`src/rtl/router_pkg.sv`:
```
// rtl/router_pkg.sv - shared state encoding and constants for the router control FSM
package router_pkg;

  localparam int NUM_PORTS = 3;

  localparam logic [1:0] ADDR_INVALID = 2'd3;

  typedef enum logic [2:0] {
    DA  = 3'd0,
    LFD = 3'd1,
    LD  = 3'd2,
    FFS = 3'd3,
    LAF = 3'd4,
    LP  = 3'd5,
    CPE = 3'd6,
    WTE = 3'd7
  } state_t;

  // Both stall states share the watchdog and the busy handshake
  function automatic logic is_stall(input state_t s);
    return (s == FFS) || (s == WTE);
  endfunction

endpackage

```
`src/rtl/router_wdog_cnt.sv`:
```
// rtl/router_wdog_cnt.sv - stall-duration counter with terminal-count abort for the router FSM
module router_wdog_cnt #(
  parameter int WDOG_CYCLES = 30
) (
  input  logic clock,
  input  logic reset,
  input  logic clear,
  input  logic stalled,
  input  logic staying,
  output logic trip
);

  localparam logic [7:0] TERMINAL = 8'(WDOG_CYCLES - 1);

  logic [7:0] count;

  // Counts cycles spent in one stall state; any exit or entry restarts from zero
  always_ff @(posedge clock) begin
    if (reset || clear) begin
      count <= 8'd0;
    end else if (stalled && staying) begin
      count <= count + 8'd1;
    end else begin
      count <= 8'd0;
    end
  end

  assign trip = stalled && (count == TERMINAL);

endmodule

```
`src/rtl/router_ctrl_fsm.sv`:
```
// rtl/router_ctrl_fsm.sv - 1x3 router register control FSM; stall watchdog built when ROUTER_FSM_WDOG_EN is defined
module router_ctrl_fsm #(
  parameter int NUM_PORTS   = router_pkg::NUM_PORTS,
  parameter int WDOG_CYCLES = 30
) (
  input  logic                 clock,
  input  logic                 reset,
  input  logic                 pkt_valid,
  input  logic [1:0]           data_in,
  input  logic                 fifo_full,
  input  logic [NUM_PORTS-1:0] fifo_empty,
  input  logic [NUM_PORTS-1:0] soft_reset,
  input  logic                 parity_done,
  input  logic                 low_packet_valid,
  output logic                 detect_add,
  output logic                 lfd_state,
  output logic                 ld_state,
  output logic                 laf_state,
  output logic                 full_state,
  output logic                 rst_int_reg,
  output logic                 write_enb_reg,
  output logic                 busy,
  output logic                 wdog_err
);

  import router_pkg::*;

  if (WDOG_CYCLES < 2 || WDOG_CYCLES > 255) begin : g_bad_wdog
    $error("router_ctrl_fsm: WDOG_CYCLES must be within 2..255");
  end

  state_t     state;
  state_t     next_state;
  logic [1:0] addr_reg;
  logic       capture;
  logic       sr_hit;
  logic       wdog_trip;

  // A soft reset only matters for the port the current packet is bound to
  assign sr_hit = (state != DA) && soft_reset[addr_reg];

  // Next-state decode: soft reset, then watchdog abort, then the packet flow
  always_comb begin
    next_state = state;
    capture    = 1'b0;
    if (sr_hit || wdog_trip) begin
      next_state = DA;
    end else begin
      case (state)
        DA: begin
          if (pkt_valid && (data_in != ADDR_INVALID)) begin
            capture    = 1'b1;
            next_state = fifo_empty[data_in] ? LFD : WTE;
          end
        end
        LFD: next_state = LD;
        LD: begin
          if (fifo_full) begin
            next_state = FFS;
          end else if (!pkt_valid) begin
            next_state = LP;
          end
        end
        FFS: begin
          if (!fifo_full) begin
            next_state = LAF;
          end
        end
        LAF: begin
          if (parity_done) begin
            next_state = DA;
          end else if (low_packet_valid) begin
            next_state = LP;
          end else begin
            next_state = LD;
          end
        end
        LP:  next_state = CPE;
        CPE: next_state = fifo_full ? FFS : DA;
        WTE: begin
          if (fifo_empty[addr_reg]) begin
            next_state = LFD;
          end
        end
        default: next_state = DA;
      endcase
    end
  end

  // State, bound address and Moore outputs registered from the next state
  always_ff @(posedge clock) begin
    if (reset) begin
      state         <= DA;
      addr_reg      <= 2'd0;
      detect_add    <= 1'b1;
      lfd_state     <= 1'b0;
      ld_state      <= 1'b0;
      laf_state     <= 1'b0;
      full_state    <= 1'b0;
      rst_int_reg   <= 1'b0;
      write_enb_reg <= 1'b0;
      busy          <= 1'b0;
    end else begin
      state <= next_state;
      if (capture) begin
        addr_reg <= data_in;
      end
      detect_add    <= (next_state == DA);
      lfd_state     <= (next_state == LFD);
      ld_state      <= (next_state == LD);
      laf_state     <= (next_state == LAF);
      full_state    <= (next_state == FFS);
      rst_int_reg   <= (next_state == CPE);
      write_enb_reg <= (next_state == LD) || (next_state == LP) || (next_state == LAF);
      busy          <= (next_state != DA) && (next_state != LD);
    end
  end

`ifdef ROUTER_FSM_WDOG_EN
  logic stalled;
  logic staying;

  assign stalled = is_stall(state);
  assign staying = (next_state == state);

  router_wdog_cnt #(
    .WDOG_CYCLES(WDOG_CYCLES)
  ) u_wdog (
    .clock   (clock),
    .reset   (reset),
    .clear   (sr_hit),
    .stalled (stalled),
    .staying (staying),
    .trip    (wdog_trip)
  );

  // Flags the first DA cycle that follows a watchdog abort
  always_ff @(posedge clock) begin
    if (reset) begin
      wdog_err <= 1'b0;
    end else begin
      wdog_err <= wdog_trip && !sr_hit;
    end
  end
`else
  assign wdog_trip = 1'b0;
  assign wdog_err  = 1'b0;
`endif

endmodule

```
`config.mk`:
```
export PLATFORM = sky130hd
export DESIGN_NAME = router_ctrl_fsm
export DESIGN_NICKNAME = d
export VERILOG_FILES = /design/src/rtl/router_pkg.sv /design/src/rtl/router_wdog_cnt.sv /design/src/rtl/router_ctrl_fsm.sv
export SDC_FILE = /design/constraint.sdc
export NUM_CORES = 1
export LEC_CHECK = 0
export ABC_AREA = 1
export BUFFER_PORTS_ARGS = -buffer_cell sky130_fd_sc_hd__buf_2
export CORE_ASPECT_RATIO = 1.5
export CORE_MARGIN = 4
export CORE_UTILIZATION = 30
export DETAILED_ROUTE_END_ITERATION = 6
export RECOVER_POWER = 50
export SYNTH_ARGS = -nofsm -noshare
export SYNTH_HDL_FRONTEND = slang
export SYNTH_SLANG_ARGS = --single-unit
export TNS_END_PERCENT = 100
```
`constraint.sdc`:
```
create_clock -name clock -period 2.9 [get_ports clock]
set_input_delay 0.58 -clock clock [delete_from_list [all_inputs] [get_ports clock]]
set_output_delay 0.58 -clock clock [all_outputs]
set_load 0.02 [all_outputs]
```
==> flow_metrics.tcl <==
set metrics [dict create \
    setup_tns_ps 0 \
    final_cells 174 \
    first_global_vias 808 \
    postCtsSetupRepairBufs 0 \
    start_util 0.310 \
    post-route-util 0.367 \
    fmax_mhz 683 \
    syn_nets 140 \
    largest_reg_flops 3 \
    yosys_warnings 0 \
    fin_area_um2 900 \
    period_needed_ps 1460 \
    rsz0062_at_grt "no" \
    cts_sinks 13 \
    cp.buffers_inverters 1 \
    die-area_um2 3420 \
    multi_input_area_um2 397 \
    firstDrtPassIters 4 \
    gp_congestion 0.803 \
    synth.distinct_cells 17 \
    row_count 22 \
    critPathCaptureType "flip-flop" \
    synthesis.area_um2 759 \
    antenna_cells 0 \
    antenna_found_initial 0 \
    chipHeight_um 69.6 \
    critPathMaxFanout 6 \
    layout_common_cells "nand2_1 (40), inv_1 (23), nor2_1 (16)" \
    cp_data_arrival_time_ps 1670 \
    drtAntennaViolNets 0 \
    holdBufCountCts 0 \
    status "finished, final reports clean" \
    worstPathRequired_ps 3110 \
    rr_startpoint "state[1]" \
    finalCritPeriodShare 0.505 \
    setup_viol 0 \
    h-tree-depth 1 \
    synth_cells 126 \
    vdd_drop_max_mv 0.621 \
    ys_top_cells_by_area "dfxtp_1 (34%), nand2_1 (19%), inv_1 (11%)" \
    grt_pass1_wl_mm 3.04 \
    drive_above_1_share 0.173 \
    reg2reg_depth 9 \
    drt-initial-drc-count 9 \
    hold_path_startpoint "addr_reg[1]" \
    hold_viol 0 \
    drc 0 \
    cts_tree "done" \
    clk_latency_ps 270 \
    die_w_um 49.1 \
    register_area_um2 260 \
    finalWirelength_mm 1.74 \
    vias 825 \
    grt_max_degree 8 \
    portBuffers 21 \
    place_hpwl_mm 1.47 \
    place_area_um2 887 \
    grt_overflow 0 \
    io_pins 23 \
    fill_cells 284 \
    critical-path-top-delay-family "simple AND/OR/NAND/NOR gates" \
    timing.reg2reg.setup_slack_ps 1440 \
    cts_buffer_depth 2 \
    dp.cells 170 \
    num-nets-final 165 \
    track_usage 0.112 \
    via_per_inst 4.74 \
    worstReg2RegEnd "full_state" \
    yosysTopAreaCellShare 0.343 \
    p_leak_uw 0.000502 \
    post_synth.cell_area_avg_um2 6.03 \
    p_per_area_nw_per_um2 1110 \
    cts-root-buf "clkbuf_4" \
    hp-class "reg -> reg" \
    slowest_stage "dfxtp_1" \
    wire_per_inst_um 10.0 \
    tritoncts.num_buffers 3 \
    critPathMaxStageDelay_ps 360 \
    synth_top_area_cell "dfxtp_1" \
    yosysSeqAreaShare 0.343 \
    skew_ps 3.71 \
    area_growth_pct 18.5 \
    cts_resized 0 \
    final_common_cell "nand2_1" \
    crit_chain "nor2_1, nand2_1, inv_1, nand2_1, nand3_2, nand2_1, nor2_2, nand2_1, nor2_1" \
    synth-seq-cells 13 \
    cp_common_cell "nand2_1" \
    crit_type "reg -> reg" \
    clk_pin_slew_worst_paths_ps 70 \
    fp.coreArea_um2 2450 \
    startpoint_type "flip-flop" \
    whs_path_depth 2 \
    drv_slew 0 \
    hold_end "addr_reg[1]" \
    max_cap_viol_count 0 \
]
## synth_stat cells (all sizes together)
cell,n
a21oi,5
nand4,1
nand2,41
nor2,21
dfxtp,13
conb,1
nand3,13
buf,1
nor3,2
inv,24
o21ai,4
## cell families (layout without fill, tap and decap cells)
kind of cell,after synthesis,in the layout,share of synthesized area
AO/OA/AOI/OAI,9,9,0.0643
buffers and inverters,25,49,0.128
flip-flops,13,13,0.343
other,1,1,0.00494
AND/OR/NAND/NOR,78,78,0.460
## where the power goes
group / switching, µW / internal, µW / total [µW]
clock: 54.5 / 53.3 / 108
combinational: 403 / 181 / 584
sequential: 50.3 / 253 / 303
## tightest hold or removal path, stage by stage (launching register included)
cell and delay (ps):
dfxtp_1 330, inv_1 90, a21oi_1 70
## cell type report
| type | count | area share |
|---|---|---|
| multi-input combinational | 88 | 0.441 |
| clock buffer | 4 | 0.0292 |
| timing repair buffer | 21 | 0.107 |
| inverter | 24 | 0.100 |
| tap | 24 | 0.0334 |
| sequential | 13 | 0.289 |
## how the worst max path moves through the flow
stage / from / end / slack [ps] / cells after the start
after floorplan: pkt_valid / full_state / 1510 / 9
after global placement: pkt_valid / detect_add / 1280 / 10
after detailed placement: pkt_valid / full_state / 1250 / 10
after CTS: state[1] / full_state / 1480 / 11
after global routing: state[1] / full_state / 1230 / 9
final: state[1] / full_state / 1440 / 9
## routing by layer
| metal | GRT usage | vias up | wire, µm |
|---|---|---|---|
| li1 | - | 426 | - |
| met1 | 0.104 | 372 | 630 |
| met2 | 0.222 | 21 | 996 |
| met3 | 0.00860 | 6 | 75 |
| met4 | 0.0696 | 0 | 39 |
| met5 | 0 | - | 0 |
## metrics by stage
stage               setup slack (ps)  hold WS, ps  total power [µW]
CTS                             1480          528              1020
global placement                1280          519               905
finish                          1440          527               995
detailed placement              1250          518               912
floorplan                       1510          478               769
global route                    1230          543              1120
No activity file was read; power rests on OpenSTA's default activity.
